===== src/rtl/wts_channel_scheduler.sv =====
// Six-phase time-division scheduler: one single-port wave RAM shared by five channel readers and the CPU port.
// Optional: WTS_SCC_SHARED_WAVE_EN lets channel 4 read bank 3 while scc_mode = 1.
module wts_channel_scheduler #(
    parameter int CH_NUM   = 5,
    parameter int FREQ_MIN = 9
) (
    input  logic                 clk,
    input  logic                 reset,
    input  logic [CH_NUM*12-1:0] ch_freq,
    input  logic [CH_NUM-1:0]    ch_key,
    input  logic [CH_NUM-1:0]    ch_ptr_reset,
    input  logic                 scc_mode,
    output logic [7:0]           ram_a,
    output logic                 ram_we,
    output logic [7:0]           ram_d,
    input  logic [7:0]           ram_q,
    input  logic                 cpu_req,
    input  logic                 cpu_wr,
    input  logic [7:0]           cpu_a,
    input  logic [7:0]           cpu_wdata,
    output logic                 cpu_ack,
    output logic [7:0]           cpu_rdata,
    output logic [CH_NUM*8-1:0]  ch_sample,
    output logic                 sample_valid
);

    localparam logic [2:0] CPU_PHASE = 3'd5;

    logic [2:0]        phase;
    logic [11:0]       freq   [CH_NUM];
    logic [11:0]       cnt    [CH_NUM];
    logic [4:0]        ptr    [CH_NUM];
    logic [7:0]        sample [CH_NUM];
    logic [CH_NUM-1:0] ptr_reset_pend;
    logic              ack_is_read;
    logic [2:0]        rd_bank;
    logic [4:0]        rd_index;

`ifdef WTS_SCC_SHARED_WAVE_EN
    // Channel 4 borrows bank 3 so both play the SCC shared waveform.
    always_comb rd_bank = (phase == 3'd4 && scc_mode) ? 3'd3 : phase;
`else
    logic unused_scc_mode;
    assign unused_scc_mode = scc_mode;
    always_comb rd_bank = phase;
`endif

    always_comb begin
        for (int n = 0; n < CH_NUM; n++) begin
            freq[n] = ch_freq[12*n +: 12];
        end
    end

    always_comb begin
        rd_index = '0;
        for (int n = 0; n < CH_NUM; n++) begin
            if (phase == 3'(n)) rd_index = ptr[n];
        end
    end

    // NOTE: combinational blocks assign every output a default first, so no path can infer a latch.
    always_comb begin
        ram_a  = '0;
        ram_we = 1'b0;
        ram_d  = '0;
        if (phase == CPU_PHASE) begin
            if (cpu_req) begin
                ram_a  = cpu_a;
                ram_we = cpu_wr;
                ram_d  = cpu_wdata;
            end
        end else begin
            ram_a = {rd_bank, rd_index};
        end
    end

    // NOTE: all state uses non-blocking assignments so every register samples pre-edge values.
    always_ff @(posedge clk) begin
        if (reset) begin
            phase          <= '0;
            ptr_reset_pend <= '0;
            sample_valid   <= 1'b0;
            cpu_ack        <= 1'b0;
            ack_is_read    <= 1'b0;
            // NOTE: these per-channel arrays are flip-flops, not RAM, so they can and must be reset.
            for (int n = 0; n < CH_NUM; n++) begin
                cnt[n]    <= '0;
                ptr[n]    <= '0;
                sample[n] <= '0;
            end
        end else begin
            phase        <= (phase == CPU_PHASE) ? 3'd0 : phase + 3'd1;
            sample_valid <= (phase == CPU_PHASE);
            cpu_ack      <= (phase == CPU_PHASE) && cpu_req;
            ack_is_read  <= (phase == CPU_PHASE) && cpu_req && !cpu_wr;

            // Read data for channel n returns one cycle after its address phase.
            for (int n = 0; n < CH_NUM; n++) begin
                if (phase == 3'(n + 1)) sample[n] <= ch_key[n] ? ram_q : 8'h00;
            end

            if (phase == CPU_PHASE) begin
                ptr_reset_pend <= '0;
                for (int n = 0; n < CH_NUM; n++) begin
                    if (ptr_reset_pend[n] || ch_ptr_reset[n]) begin
                        ptr[n] <= '0;
                        cnt[n] <= freq[n];
                    end else if (ch_key[n] && freq[n] >= 12'(FREQ_MIN)) begin
                        if (cnt[n] == '0) begin
                            cnt[n] <= freq[n];
                            ptr[n] <= ptr[n] + 5'd1;
                        end else begin
                            cnt[n] <= cnt[n] - 12'd1;
                        end
                    end
                end
            end else begin
                ptr_reset_pend <= ptr_reset_pend | ch_ptr_reset;
            end
        end
    end

    assign cpu_rdata = ack_is_read ? ram_q : 8'h00;

    always_comb begin
        ch_sample = '0;
        for (int n = 0; n < CH_NUM; n++) begin
            ch_sample[8*n +: 8] = sample[n];
        end
    end

endmodule

===== config.mk =====
export PLATFORM = sky130hd
export DESIGN_NAME = wts_channel_scheduler
export DESIGN_NICKNAME = d
export VERILOG_FILES = /design/src/rtl/wts_channel_scheduler.sv
export SDC_FILE = /design/constraint.sdc
export NUM_CORES = 1
export LEC_CHECK = 0
export ABC_AREA = 1
export CORE_ASPECT_RATIO = 1.4
export CORE_MARGIN = 3
export CORE_UTILIZATION = 36
export CTS_CLUSTER_DIAMETER = 150
export DETAILED_ROUTE_END_ITERATION = 16
export SYNTH_ARGS = -nofsm -noshare
export SYNTH_HDL_FRONTEND = slang
export SYNTH_SLANG_ARGS = --single-unit

===== constraint.sdc =====
create_clock -name clk -period 6.6 [get_ports clk]
set_input_delay 1.32 -clock clk [delete_from_list [all_inputs] [get_ports clk]]
set_output_delay 1.32 -clock clk [all_outputs]
set_load 0.01 [all_outputs]

==> metrics, run 1 <==
#FFs+latches synth 136; crit path cell chain clkdlybuf4s50_1, nand2_1, inv_1, nand2_1, o21ai_0, clkdlybuf4s50_1; largest net degree at the start of global routing 34; # hold bufs at CTS 0; Clk Latency, worst-skew pair 0.43 ns; area enclosed by the die boundary 0.0247 mm²; classification of the worst-slack hold path reg -> reg; net switching power figure 0.591 mW; Post CTS Setup Buffer Count 0; Final Cycle Share 66.2%; total vias in the final route 6964; final std cells w/o fill 1470; crit path capture type primary output; total count of max-transition violations in the final report 0; DP HPWL 16000 µm; GRT Max-Usage Layer met2; number of enable-type register cells in the synthesized netlist 125; cell row count 64; Clk pin slew, worst setup/hold paths 0.06 ns; data required time of the worst path 5.28 ns; internal portion of total power 1.72 mW; highest clock frequency the design can meet 229 MHz; buffers from clock root to sink, at most 2; detailed-route vias per instance 4.74; most frequent cell after synthesis nand2_1; GR Util met1 19.5%; worst slew margin relative to its limit 48.2%; Synth Flop Type edfxtp_1; total CTS buffers 17; Post-synth top cells nand2_1, nor2_1, edfxtp_1, inv_1, nand3_1; area share of and/or/nand/nor cells after synthesis 27.9%; n_diodes 0; main combinational cell family by area after synthesis simple AND/OR/NAND/NOR gates; clock sinks 136; TritonCTS clock tree built; global-route usage over all layers 17.2%; setup repair after global routing missed its margin false; wire length of the first global-routing pass 33800 µm; largest driver fanout on the critical path 11; placed instance area 0.0101 mm²; Final Cell Area 0.0107 mm²; number of endpoints with negative hold slack in the final report 0; leak pwr 4.46 nW; starting density of the core 37.0%; Total Nets Final 1279; sum of overflow across all layers after global routing 0; first-pass iteration count of the detailed router 5; # setup viols final 0; WL final 20900 µm; num ports 166; placed instance count 1438; floorplan core area 0.0222 mm²; pre-CTS setup slack 2.22 ns; post-synthesis sequential area ratio 48.4%; CTS-repair resized insts 0; H-tree depth 4; number of antenna violations at the first check in global routing 0; delay contributed by the slowest stage of the critical path 0.67 ns; mux cell area share after synthesis 0%; worst vdd ir 0.202 mV; actual slew at the worst max-slew pin 0.776 ns; power share of the sequential group 44.4%; clock group share of total power 40.4%; post-synthesis adder-cell area fraction 3.05%; ANT nets after route 0; clock tree root driver cell clkbuf_16; synth top area cells edfxtp_1, nand2_1, nor2_1; switching share of total power 25.6%; compound-cell area share of the yosys netlist 8.06%; vias in the first global route 6955; met2 usage 31.8%; Total Neg Setup Slack 0 ns; Worst path slowest cell clkdlybuf4s50_1; port bufs 164; Layout area overhead 30.0%; average detailed-routed wire length per instance 14.2 µm; count of unique library cells instantiated by Yosys 38; violation count after the first detailed-routing iteration 341; number of nets produced by synthesis 1119; area taken by multi-input logic gates 0.00366 mm²; async set-reset flop share out of synthesis 0%; GR Util met3 3.09%; max-cap violation count 0; critical path startpoint category input pin; cell area after synthesis 0.00821 mm²; XOR/XNOR Fraction of Synth Area 5.55%; global placer's final weighted congestion 0.824; cell accounting for the most synthesized area edfxtp_1; category of the most critical setup path in -> out; final critical-path setup slack 2.23 ns; Syn Inst Count 1000; min cycle time layout 4.37 ns; DR DRC count 0; Sequential Area 0.00397 mm²; power share of the combinational group 15.2%; syn_area_per_cell 8.21 µm²; filler cell count in the final layout 2221; crit path DAT 3.05 ns; result of the run finished, final reports clean; Setup Skew 0.0108 ns; height of the chip 185 µm; share of cells above drive strength 1 5.37%; power density relative to cell area 217 mW/mm²; synth warn 0; die width 134 µm; post-synth top area share 45.7%
==> logic make-up after synthesis <==
logic type                 count (synthesis)
adders and majority gates                 20
xor gates and xnor gates                  52
AOI/OAI and AO/OA                        122
DFF                                      136
buffers and inverters                    141
and+or+nand+nor                          529
==> state kept, by name (all words and copies together), names as in the netlist <==
register,count
phase,3
sample,40
sample_valid,1
cpu_ack,1
cnt,60
ack_is_read,1
ptr,25
ptr_reset_pend,5
==> cells in the final DEF, fill, tap and decap left out, types with 2 or more instances in the layout <==
cell	count
a21boi_0	2
a21oi_1	51
and2_1	18
buf_4	2
bufinv_16	2
clkbuf_16	17
clkdlybuf4s50_1	164
clkinv_2	2
clkinv_4	2
clkinvlp_4	4
dfxtp_1	11
edfxtp_1	125
ha_1	20
inv_1	111
inv_2	4
inv_6	3
nand2_1	208
nand2_2	3
nand2_4	2
nand3_1	54
nand3b_1	5
nand4_1	18
nor2_1	195
nor2_2	4
nor2_4	6
nor3_1	6
o211ai_1	7
o21ai_0	49
o21ai_1	7
o31ai_1	2
or2_2	7
xnor2_1	18
xor2_1	34
==> metal layers <==
metal / part of all wire [%] / vias up
li1: - / 3592
met1: 41 / 3168
met2: 52 / 173
met3: 4.2 / 31
met4: 2.3 / 0
met5: 0 / -
==> critical path: cells and delay by family <==
family	cells	cell delay, ns
compound gates	1	0.08
buf+inv	3	1.44
simple gates	2	0.20
==> power by group through the flow <==
stage / logic [mW] / registers [mW] / clock network (mW)
2_1_floorplan: 0.169 / 1.05 / 0
3_3_place_gp: 0.351 / 1.04 / 0
3_5_place_dp: 0.353 / 1.04 / 0
4_1_cts: 0.355 / 1.03 / 0.948
5_1_grt: 0.390 / 1.03 / 0.987
6_report: 0.351 / 1.03 / 0.934
==> cell type report <==
class | count | share of cell area (%)
clock buffer | 18 | 4.02
clock inverter | 14 | 1.38
inverter | 116 | 4.10
multi-input combinational | 723 | 34.3
sequential | 136 | 37.2
tap | 297 | 3.48
timing repair buffer | 166 | 15.5
==> per-stage QoR <==
stage               total power, mW  hold slack [ns]  utilization, %
floorplan                      1.22            0.433               -
global placement               1.39            0.453            45.5
detailed placement             1.40            0.460            45.5
CTS                            2.33            0.468            48.1
global route                   2.41            0.492            48.1
finish                         2.31            0.471            48.1
==> path summary, 6_finish.rpt <==
| path | from | endpoint | slack, ns | cells past startpoint |
|---|---|---|---|---|
| worst min-delay path | phase[0] | phase[0] | 0.47 | 1 |
| worst max-delay path | cpu_req | ram_a[3] | 2.23 | 6 |
| worst max register to register | phase[1] | cnt[2][2] | 3.67 | 11 |
| worst min register to register | phase[0] | phase[0] | 0.47 | 1 |
No activity file was read; power rests on OpenSTA's default activity.
==> inputs of run 2 (changes only) <==
- clock period: 6.6 -> 4.16 ns (I/O delays scaled with it)
==> metrics, run 2 (synthesis results as in run 1) <==
result of the run finished, final reports clean; setup repair after global routing missed its margin false; final std cells w/o fill 1473; CTS-repair resized insts 0; total CTS buffers 17; crit path DAT 2.62 ns; Clk Latency, worst-skew pair 0.42 ns; DR DRC count 0; critical path startpoint category flop; area enclosed by the die boundary 0.0247 mm²; largest net degree at the start of global routing 33; Setup Skew 0.0102 ns; leak pwr 4.49 nW; max reg flops 60; # setup viols final 0; filler cell count in the final layout 2212; Total Power 3.69 mW; Total Neg Setup Slack 0 ns; power density relative to cell area 344 mW/mm²; WL final 20800 µm; Final Cycle Share 83.1%; global-route usage over all layers 16.9%; clock tree root driver cell clkbuf_16; classification of the worst-slack hold path reg -> reg; sum of overflow across all layers after global routing 0; port bufs 164; vias in the first global route 6642; category of the most critical setup path reg -> out; worst slew margin relative to its limit 51.4%; crit path capture type primary output; buffers from clock root to sink, at most 2; ANT nets after route 0; clock sinks 136; floorplan core area 0.0222 mm²; wire length of the first global-routing pass 33000 µm; total vias in the final route 6964; Clk pin slew, worst setup/hold paths 0.05 ns; DP HPWL 16000 µm; placed instance area 0.0101 mm²; max-cap violation count 0; commonest non-fill, non-tap cell in the layout nand2_1; data required time of the worst path 3.33 ns; registers with the highest flip-flop counts cnt (60), sample (40), ptr (25); Layout area overhead 30.4%; highest-count cells in the layout ignoring fill and taps nand2_1, nor2_1, clkdlybuf4s50_1; total count of max-transition violations in the final report 0; Total Nets Final 1283; height of the chip 185 µm; H-tree depth 4; placed instance count 1442; Post CTS Setup Buffer Count 0; Top reg by flops cnt; share of cells above drive strength 1 5.61%; Final Cell Area 0.0107 mm²; violation count after the first detailed-routing iteration 329; # hold bufs at CTS 0; number of endpoints with negative hold slack in the final report 0; first-pass iteration count of the detailed router 4; detailed-route vias per instance 4.73; worst vdd ir 0.269 mV; starting density of the core 37.0%; global placer's final weighted congestion 0.814; cell row count 64; num ports 166; actual slew at the worst max-slew pin 0.727 ns; largest driver fanout on the critical path 18; min cycle time layout 3.46 ns; TritonCTS clock tree built; die width 134 µm; average detailed-routed wire length per instance 14.1 µm; number of antenna violations at the first check in global routing 0; n_diodes 0; highest clock frequency the design can meet 289 MHz
==> run 2: changes by cell type in the layout (fill, tap and decap cells not counted) <==
cell	before	now
buf_4	2	6
clkinv_2	2	4
clkinvlp_4	4	2
inv_6	3	1
bufinv_16	2	3
==> run 2: cell type report <==
type / count / area, µm² / share of cell area [%]
clock buffers: 18 / 429 / 4.01
well taps: 297 / 372 / 3.47
repair buffers: 170 / 1690 / 15.7
multi-input cells: 723 / 3660 / 34.2
clock inverters: 13 / 155 / 1.45
inverters: 116 / 438 / 4.09
flip-flops and latches: 136 / 3970 / 37.1
==> run 2: critical path, cell delays in order (launching register included) <==
cell             delay (ns)
dfxtp_1                0.32
inv_1                  0.09
ha_1                   0.36
nand2_4                0.23
inv_1                  0.16
nand2_1                0.10
inv_1                  0.19
nand2_1                0.07
o21ai_0                0.08
clkdlybuf4s50_1        0.59
==> run 2: path summary, 6_finish.rpt <==
kind	endpoint	start	slack, ns	cells past startpoint
worst min register to register	phase[0]	phase[0]	0.47	1
worst min-delay path	phase[0]	phase[0]	0.47	1
worst max register to register	cnt[1][6]	phase[1]	1.52	12
worst max-delay path	ram_a[2]	phase[1]	0.70	9
==> run 2: where the power goes <==
part	leakage [nW]	internal [mW]	switching, mW
combinational	2.82	0.263	0.294
sequential	1.39	1.58	0.0437
clock	0.283	0.935	0.571
total	4.49	2.78	0.909
==> run 2: per-layer routing <==
layer	up-vias	global-route usage, %	wire length (µm)
li1	3595	-	-
met1	3183	19.0	8420
met2	171	31.3	11100
met3	15	4.04	1080
met5	-	0	0
met4	0	5.27	252
==> run 2: per-stage QoR <==
stage                     util, %  setup WS, ns  hold WS, ns
after detailed placement     45.7         0.717        0.461
final                        48.3         0.704        0.470
after CTS                    48.3         0.682        0.469
after global placement       45.7         0.750        0.453
after floorplan                 -          1.77        0.433
after global routing         48.3         0.442        0.507
